==> src/rtl/hdp_frame_sequencer.sv <==
// -----------------------------------------------------------------------------
// hdp_frame_sequencer
//   Power-up/down sequencer and frame timer for an HDP panel. Pops words from a
//   show-ahead pixel FIFO and streams them to the HDP data bus as frames of
//   LINES_PER_FRAME lines. Each line has PKTS_PER_LINE data packets followed by
//   BLANK_PER_LINE blank packets. Each frame ends with BACK_PORCH idle cycles.
//   Talks to comms_master through one-cycle strobes and a completion input.
//
// Ports
//   i_clock, i_reset          clock, asynchronous active-high reset
//   i_fifoData, i_fifoEmpty   FIFO head word and empty flag (show-ahead)
//   o_fifoRead                pop strobe (combinational)
//   i_commDone                comms_master completion
//   o_commSetup/Activate/Shutdown  one-cycle request strobes
//   i_shutdown (active low)   shutdown request, honoured at frame end
//   i_wake                    restart request while OFF
//   o_lcdData, o_valid, o_update, o_sync   registered HDP bus
//   o_invert, o_nReset, o_active           panel control / status
//   o_underflow               saturating count of stalled data cycles
//   o_state                   current FSM state, for debug and checkers
//
// Handshakes: a comms request is a single-cycle strobe on the first cycle of
// its state. i_commDone is ignored in that strobe cycle and is acted on in any
// later cycle of the same state. A FIFO word is consumed exactly in the cycles
// where o_fifoRead is high. That is a data slot in NORMAL with a non-empty FIFO.
// Timed states last (wait + 1) cycles and leave when their counter reaches the wait value.
// BACK_PORCH must be at least 1.
// -----------------------------------------------------------------------------
module hdp_frame_sequencer #(
  parameter int unsigned DATA_WIDTH      = 32,
  parameter int unsigned PKTS_PER_LINE   = 40,
  parameter int unsigned BLANK_PER_LINE  = 4,
  parameter int unsigned LINES_PER_FRAME = 1280,
  parameter int unsigned BACK_PORCH      = 24,
  parameter int unsigned UPDATE_PKTS     = 28,
  parameter int unsigned RESET_HOLD      = 31,
  parameter int unsigned SPI_WAIT        = 1000000,
  parameter int unsigned SLEEP_WAIT      = 50000000,
  parameter int unsigned INVERT_MODE     = 0
) (
  input  logic                  i_clock,
  input  logic                  i_reset,
  input  logic [DATA_WIDTH-1:0] i_fifoData,
  input  logic                  i_fifoEmpty,
  output logic                  o_fifoRead,
  input  logic                  i_commDone,
  output logic                  o_commSetup,
  output logic                  o_commActivate,
  output logic                  o_commShutdown,
  input  logic                  i_shutdown,
  input  logic                  i_wake,
  output logic [DATA_WIDTH-1:0] o_lcdData,
  output logic                  o_valid,
  output logic                  o_update,
  output logic                  o_sync,
  output logic                  o_invert,
  output logic                  o_nReset,
  output logic                  o_active,
  output logic [15:0]           o_underflow,
  output logic [3:0]            o_state
);

  localparam int unsigned SLOTS      = PKTS_PER_LINE + BLANK_PER_LINE;
  localparam int unsigned FRAME_PKTS = SLOTS * LINES_PER_FRAME;
  localparam int unsigned PW = $clog2(SLOTS + 1);
  localparam int unsigned LW = $clog2(LINES_PER_FRAME + 1);
  localparam int unsigned QW = $clog2(BACK_PORCH + 2);
  localparam int unsigned FW = $clog2(FRAME_PKTS + 1);

  typedef enum logic [3:0] {
    START        = 4'd0,
    RESET_WAIT   = 4'd1,
    SETUP        = 4'd2,
    STANDBY      = 4'd3,
    ACTIVATE     = 4'd4,
    NORMAL       = 4'd5,
    SHUTDOWN_REQ = 4'd6,
    SLEEP        = 4'd7,
    OFF          = 4'd8
  } state_t;

  state_t         state, state_next;
  logic [31:0]    cnt;
  logic [PW-1:0]  pkt;
  logic [LW-1:0]  line;
  logic [QW-1:0]  porch;
  logic           in_porch;
  logic [FW-1:0]  fidx;      // packet index within the frame, advancing slots only
  logic           shut_req;

  logic in_normal, data_slot, blank_slot, advance;
  logic last_pkt, last_line, frame_end, in_update;

  assign in_normal  = (state == NORMAL);
  assign data_slot  = in_normal && !in_porch && (pkt < PW'(PKTS_PER_LINE));
  assign blank_slot = in_normal && !in_porch && !(pkt < PW'(PKTS_PER_LINE));
  assign advance    = blank_slot || (data_slot && !i_fifoEmpty);
  assign last_pkt   = (pkt == PW'(SLOTS - 1));
  assign last_line  = (line == LW'(LINES_PER_FRAME - 1));
  assign frame_end  = in_normal && in_porch && (porch == QW'(BACK_PORCH - 1));
  assign in_update  = (32'(fidx) < UPDATE_PKTS);

  assign o_fifoRead = data_slot && !i_fifoEmpty;
  assign o_nReset   = !((state == START) || (state == OFF));
  assign o_active   = in_normal;
  assign o_state    = state;

  // State register and per-state cycle counter (cleared on every state change)
  always_ff @(posedge i_clock or posedge i_reset) begin
    if (i_reset) begin
      state <= START;
      cnt   <= '0;
    end else begin
      state <= state_next;
      if (state_next != state) cnt <= '0;
      else if (cnt != 32'hFFFF_FFFF) cnt <= cnt + 32'd1;
    end
  end

  always_comb begin
    state_next     = state;
    o_commSetup    = 1'b0;
    o_commActivate = 1'b0;
    o_commShutdown = 1'b0;
    case (state)
      START:      if (cnt == RESET_HOLD) state_next = RESET_WAIT;
      RESET_WAIT: if (cnt == SPI_WAIT) state_next = SETUP;
      SETUP: begin
        o_commSetup = (cnt == 32'd0);
        if ((cnt != 32'd0) && i_commDone) state_next = STANDBY;
      end
      STANDBY:    if (cnt == SPI_WAIT) state_next = ACTIVATE;
      ACTIVATE: begin
        o_commActivate = (cnt == 32'd0);
        if ((cnt != 32'd0) && i_commDone) state_next = NORMAL;
      end
      // The request is taken from the latch or from the current cycle's sample.
      NORMAL:     if (frame_end && (shut_req || !i_shutdown)) state_next = SHUTDOWN_REQ;
      SHUTDOWN_REQ: begin
        o_commShutdown = (cnt == 32'd0);
        if ((cnt != 32'd0) && i_commDone) state_next = SLEEP;
      end
      SLEEP:      if (cnt == SLEEP_WAIT) state_next = OFF;
      OFF:        if (i_wake) state_next = START;
      default:    state_next = START;
    endcase
  end

  // Slot counters and registered HDP bus
  always_ff @(posedge i_clock or posedge i_reset) begin
    if (i_reset) begin
      pkt         <= '0;
      line        <= '0;
      porch       <= '0;
      in_porch    <= 1'b0;
      fidx        <= '0;
      shut_req    <= 1'b0;
      o_lcdData   <= '0;
      o_valid     <= 1'b0;
      o_update    <= 1'b0;
      o_sync      <= 1'b0;
      o_invert    <= 1'b0;
      o_underflow <= '0;
    end else if (!in_normal) begin
      pkt       <= '0;
      line      <= '0;
      porch     <= '0;
      in_porch  <= 1'b0;
      fidx      <= '0;
      shut_req  <= 1'b0;
      o_lcdData <= '0;
      o_valid   <= 1'b0;
      o_update  <= 1'b0;
      o_sync    <= 1'b0;
    end else begin
      shut_req <= shut_req | !i_shutdown;
      o_valid  <= 1'b0;
      o_update <= 1'b0;
      o_sync   <= 1'b0;

      if (in_porch) begin
        o_lcdData <= '0;
        if (frame_end) begin
          in_porch <= 1'b0;
          porch    <= '0;
          fidx     <= '0;
          if (INVERT_MODE == 1) o_invert <= ~o_invert;
        end else begin
          porch <= porch + QW'(1);
        end
      end else if (data_slot) begin
        if (!i_fifoEmpty) begin
          o_lcdData <= i_fifoData;
          o_valid   <= 1'b1;
          o_update  <= in_update;
          o_sync    <= (fidx == '0);
        end else if (o_underflow != 16'hFFFF) begin
          // Stall: position and last word are held
          o_underflow <= o_underflow + 16'd1;
        end
      end else begin
        o_lcdData <= '0;
        o_update  <= in_update;
        o_sync    <= (fidx == '0);
      end

      if (advance) begin
        fidx <= fidx + FW'(1);
        if (last_pkt) begin
          pkt <= '0;
          if (last_line) begin
            line     <= '0;
            in_porch <= 1'b1;
          end else begin
            line <= line + LW'(1);
          end
        end else begin
          pkt <= pkt + PW'(1);
        end
      end
    end
  end

endmodule
==> config.mk <==
export PLATFORM = sky130hd
export DESIGN_NAME = hdp_frame_sequencer
export DESIGN_NICKNAME = d
export VERILOG_FILES = /design/src/rtl/hdp_frame_sequencer.sv
export SDC_FILE = /design/constraint.sdc
export NUM_CORES = 1
export LEC_CHECK = 0
export CORE_MARGIN = 5
export CORE_UTILIZATION = 58
export DETAILED_ROUTE_END_ITERATION = 10
export HOLD_SLACK_MARGIN = 0.06
export MAX_ROUTING_LAYER = met4
export PLACE_DENSITY = 0.88
export REMOVE_ABC_BUFFERS = 1
export SLEW_MARGIN = 20
export SYNTH_ARGS = -nofsm -noshare
export SYNTH_HDL_FRONTEND = slang
export SYNTH_SLANG_ARGS = --single-unit
==> constraint.sdc <==
create_clock -name i_clock -period 11.1 [get_ports i_clock]
set_input_delay 1.11 -clock i_clock [delete_from_list [all_inputs] [get_ports i_clock]]
set_output_delay 1.11 -clock i_clock [all_outputs]
set_load 0.05 [all_outputs]
# Word level (Yosys, flattened, before mapping)
# Index checks and enable logic that the tools add are counted.
[op_classes]
bitwise = 2
addsub = 6
n_reduce_logical = 24
eq_ne = 23
order_cmp = 2
n_mux = 52
[op_table]
columns = ["operator", "n"]
rows = [
  ["$mux 32", 6],
  ["$mux 16", 4],
  ["$mux 11", 4],
  ["$mux 4", 9],
  ["$pmux 4 s9", 1],
  ["$add 16x1->16 const B", 2],
  ["$add 32x1->32 const B", 1],
  ["$eq 32x20->1 const B", 1],
  ["$eq 32x26->1 const B", 1],
  ["$eq 32x5->1 const B", 1],
  ["$logic_not 32->1", 1],
  ["$ne 32x32->1 const B", 1],
  ["$reduce_bool 32->1", 1],
  ["$mux 1", 22],
  ["$mux 6", 3],
  ["$eq 4x3->1 const B", 4],
  ["$logic_not 16->1", 1],
  ["$lt 16x5->1 const B", 1],
  ["$ne 16x16->1 const B", 1],
  ["$mux 5", 3],
  ["$add 11x1->11 const B", 1],
  ["$eq 11x11->1 const B", 1],
  ["$eq 4x2->1 const B", 2],
  ["$logic_and 1x1->1", 8],
  ["other kinds (21)", 29],
]
[totals]
elab_cells = 122
ff_bits = 127
out_inout_bits = 62

# Logic depth before layout (Yosys ltp)
[logic_depth]
word_depth = 9
mapped_depth = 11
mapped_depth_nobuf = 8

# Worst setup path after synthesis
# Ideal clock, no wire load.
[synth_path]
path_type = "register to output"
start = "register cnt[0]"
end = "output o_commSetup"
arrival_ns = 2.821
t_required_ns = 9.990
path_buffers = 0
slack_ns = 7.169
stages_incl_launch_ff = 9
cell_sequence = "dfrtp_1 > inv_1 > ha_1 > or4b_1 > or2_2 > or3b_2 > nor4_1 > nand2_1 > nor2_1"
[synth_between]
elab_chain_cells = 2
[synth_rtl]
columns = ["element", "line", "source"]
rows = [
  ["start, declared", "83", "logic [31:0] cnt;"],
  ["start signal, assigned", "116", "else if (cnt != 32'hFFFF_FFFF) cnt <= cnt + 32'd1;"],
  ["$logic_not 32->1", "129", "o_commSetup = (cnt == 32'd0);"],
  ["$mux 1", "125", "case (state)"],
  ["end, declared", "47", "output logic o_commSetup,"],
]
# No other way between the ends.

# Worst setup path in the final report
[layout_path]
start = "register cnt[0]"
end = "output o_commActivate"
[layout_between]
elab_chain_cells = 2
[layout_rtl]
columns = ["element", "line", "source"]
rows = [
  ["$logic_not 32->1", "134", "o_commActivate = (cnt == 32'd0);"],
  ["$mux 1", "125", ""],
  ["end, declared", "48", "output logic o_commActivate,"],
]
# No other way between the ends.

==> impl_metrics.csv <==
group,metric,value,unit
status,status,"finished clean",
power,swShare,19.7,%
floorplan,design.die.area,13600,sq um
synth,synth-compound-area-share,13.1,%
setup_path,critPathRequiredTime,9990,ps
floorplan,dieHeight,117,um
floorplan,fp.coreArea,11300,sq um
drt,drt-initial-drc-count,708,
power,ir_drop,198,uV
synth,yosysMostFrequentCell,"dfrtp_1",
placement,post-place-ws,6720,ps
setup_path,start_kind,"register",
power,power_frac_comb,2.2,%
min_path,hp-start,"o_lcdData[1]$_DFFE_PP0P_",
clocking,clkSinkCount,127,
synth,netlist_top_cells_count,"dfrtp_1 (127), nor2_1 (65), nand2_1 (49)",
layout,diodes,0,
setup_path,cpMaxStageDelayCell,"clkdlybuf4s50_1",
synth,synthArstFlopShare,100,%
synth,synth_area,6600,sq um
setup_path,cp_top_family,"simple AND/OR/NAND/NOR gates",
clocking,cts_resized,0,
power,netSwitchingPower,220,uW
synth,synthMuxAreaShare,0.816,%
power,powerDensity,134,nW/um^2
clocking,cts_buffer_depth,2,
drt,routedWlPerCell,17.9,um
floorplan,dieWidth,117,um
sta,clock_skew,9.52,ps
synth,synth_ff_type,"dfrtp_1",
clocking,postCtsHoldBufs,0,
layout,drive_gt1_share,11.0,%
clocking,htree_levels,4,
synth,ys.warnings.count,1,
power,total_power,1110,uW
synth,synthSimpleGateAreaFrac,26.4,%
sta,finalWorstSetupSlack,6270,ps
sta,finalSetupTns,0,ps
floorplan,io_pins,100,
layout,final_nets,800,
sta,max_slew_margin,43.4,%
setup_path,reg2reg_depth,7,
synth,synth-seq-area-share,48.2,%
global_routing,grt_pass1_vias,5551,
clocking,cts_buffers,17,
synth,synth_top_cell_by_area,"dfrtp_1",
drt,antenna_left,0,
drt,vias,5653,
setup_path,r2r_slack,7820,ps
sta,fmax,207,MHz
min_path,hold_path_class,"register to register",
setup_path,path_depth,8,
drt,drt_first_pass_iters,6,
placement,hpwl,10600,um
global_routing,grt_pass1_wl,27200,um
drt,viasPerCell,6.21,
setup_path,critical_path.max_fanout,4,
drt,route.detailed.drc,0,
drt,wirelength,16300,um
global_routing,grt_overflow_total,0,
sta,hold_slack,507,ps
setup_path,r2r_end,"line[8]$_DFFE_PP0P_",
setup_path,cp_num_buf_inv,2,
power,p_leak,0.00358,uW
setup_path,worstReg2RegStart,"o_state[1]$_DFF_PP0_",
sta,hold_viol_final,0,
layout,area_growth,25.8,%
clocking,cts_tree,"yes",
synth,synth_edf_count,0,
sta,final.min_clock_period,4830,ps
synth,synth-xor-area-share,5.84,%
power,power.internal,895,uW
placement,gp_congestion,0.905,
sta,min_period_over_period,43.5,%
min_path,whs_endpoint,"o_lcdData[1]$_DFFE_PP0P_",
placement,placement.io_buffers,98,
clocking,path_clk_slew,60,ps
setup_path,crit_path_max_incr_delay,800,ps
synth,syn-instance-count,669,
setup_path,end_kind,"output port",
power,clkPwrFrac,56.3,%
clocking,cts_setup_buffers,0,
floorplan,start_util,58.5,%
synth,synth_top_family_by_area,"simple AND/OR/NAND/NOR gates",
setup_path,critical_path_class,"register to output port",
synth,synth_top_cell_area_share,48.2,%
clocking,insertion_delay,420,ps
synth,ys_ff_latch,127,
sta,worst_slew_pin_slew,841,ps
synth,synthDistinctLibCells,61,
sta,setup_viol,0,
min_path,hold_path_depth,1,
synth,syn_area_per_cell,9.86,sq um
power,seqPwrFrac,41.5,%
sta,maxSlewViolCount,0,
setup_path,crit_arrival,3720,ps
synth,synthAdderAreaFrac,1.52,%
setup_path,worstPathCellList,"inv_1 -> ha_1 -> or4b_1 -> or2_2 -> or3b_2 -> nor4_1 -> and3_1 -> clkdlybuf4s50_1",
global_routing,grt_max_degree,90,
flow_run,maxCapViolCount,0,
sta,rsz0062_at_grt,"false",
floorplan,rows,39,
global_routing,grt_antenna_before_repair,0,
global_routing,grt_usage,25.9,%
clocking,root_buffer,"clkbuf_16",
synth,synth_area_leaders,"dfrtp_1 (48%), nor3_2 (4.6%), a22o_1 (4.4%)",
registers in the layout, summed over array words and instances, names as in the netlist:
register / cells
cnt: 32
fidx: 16
in_porch: 1
line: 11
o_lcdData: 32
o_state: 4
o_sync: 1
o_underflow: 16
o_update: 1
o_valid: 1
pkt: 6
porch: 5
shut_req: 1
placed cells by master (no fill, tap or decap), types with 4 or more instances in the layout:
cell / n
a2111oi_0: 4
a211oi_1: 4
a21oi_1: 18
a22o_1: 33
a31oi_1: 6
and2_1: 4
and3_1: 17
and4_1: 9
buf_4: 5
bufinv_16: 6
clkbuf_16: 17
clkdlybuf4s50_1: 98
clkinv_2: 4
dfrtp_1: 127
ha_1: 8
inv_1: 17
nand2_1: 49
nand2b_1: 4
nand3_1: 36
nand4_1: 27
nor2_1: 65
nor2b_1: 5
nor3_1: 17
nor3_2: 30
nor3b_1: 4
nor4_1: 11
o21ai_0: 39
or3_1: 4
xnor2_1: 22
xor2_1: 22
final cells by class:
class                      count  area, sq um
clock inverter                15          240
timing repair buffer         104         1030
inverter                      18         70.1
fill                         745         2980
clock buffer                  17          425
multi-input combinational    486         3170
tap                          143          179
sequential                   127         3180
stage by stage:
stage | instances | cell area (sq um) | utilization [%]
finish | 910 | 8300 | 73.6
global route | 910 | 8300 | 73.6
CTS | 910 | 8280 | 73.5
detailed placement | 878 | 7620 | 67.6
global placement | 878 | 7620 | 67.6
floorplan | 631 | 6400 | -
cells by family (layout without fill, tap and decap cells):
| kind of cell | Yosys count | after routing |
|---|---|---|
| other | 1 | 1 |
| xor gates and xnor gates | 44 | 44 |
| AOI/OAI and AO/OA | 125 | 125 |
| adders and majority gates | 8 | 8 |
| DFF | 127 | 127 |
| buffers and inverters | 56 | 154 |
| and+or+nand+nor | 303 | 303 |
| muxes | 5 | 5 |
power groups by stage:
stage | combinational, uW | clock [uW] | sequential, uW
CTS | 24.5 | 634 | 463
detailed placement | 24.3 | 0 | 471
finish | 24.0 | 628 | 463
floorplan | 7.64 | 0 | 472
global placement | 23.6 | 0 | 471
global route | 26.7 | 655 | 463
per-layer routing:
layer	vias to the layer above	share of wire [%]	track usage, %
li1	2609	-	-
met1	2788	41	31.3
met2	209	52	43.0
met3	47	4.6	5.70
met4	0	2.5	9.17
met5	-	0	-
how the worst max path moves through the flow:
stage	startpoint	endpoint	slack, ps
2_1_floorplan	o_state[2]$_DFF_PP0_	o_fifoRead	4270
5_1_grt	cnt[0]$_DFFE_PP0P_	o_commShutdown	6100
3_3_place_gp	cnt[0]$_DFFE_PP0P_	o_commShutdown	6810
3_5_place_dp	cnt[0]$_DFFE_PP0P_	o_commActivate	6720
4_1_cts	cnt[0]$_DFFE_PP0P_	o_commActivate	6260
6_report	cnt[0]$_DFFE_PP0P_	o_commActivate	6270
(Power assumes the default switching activity.)
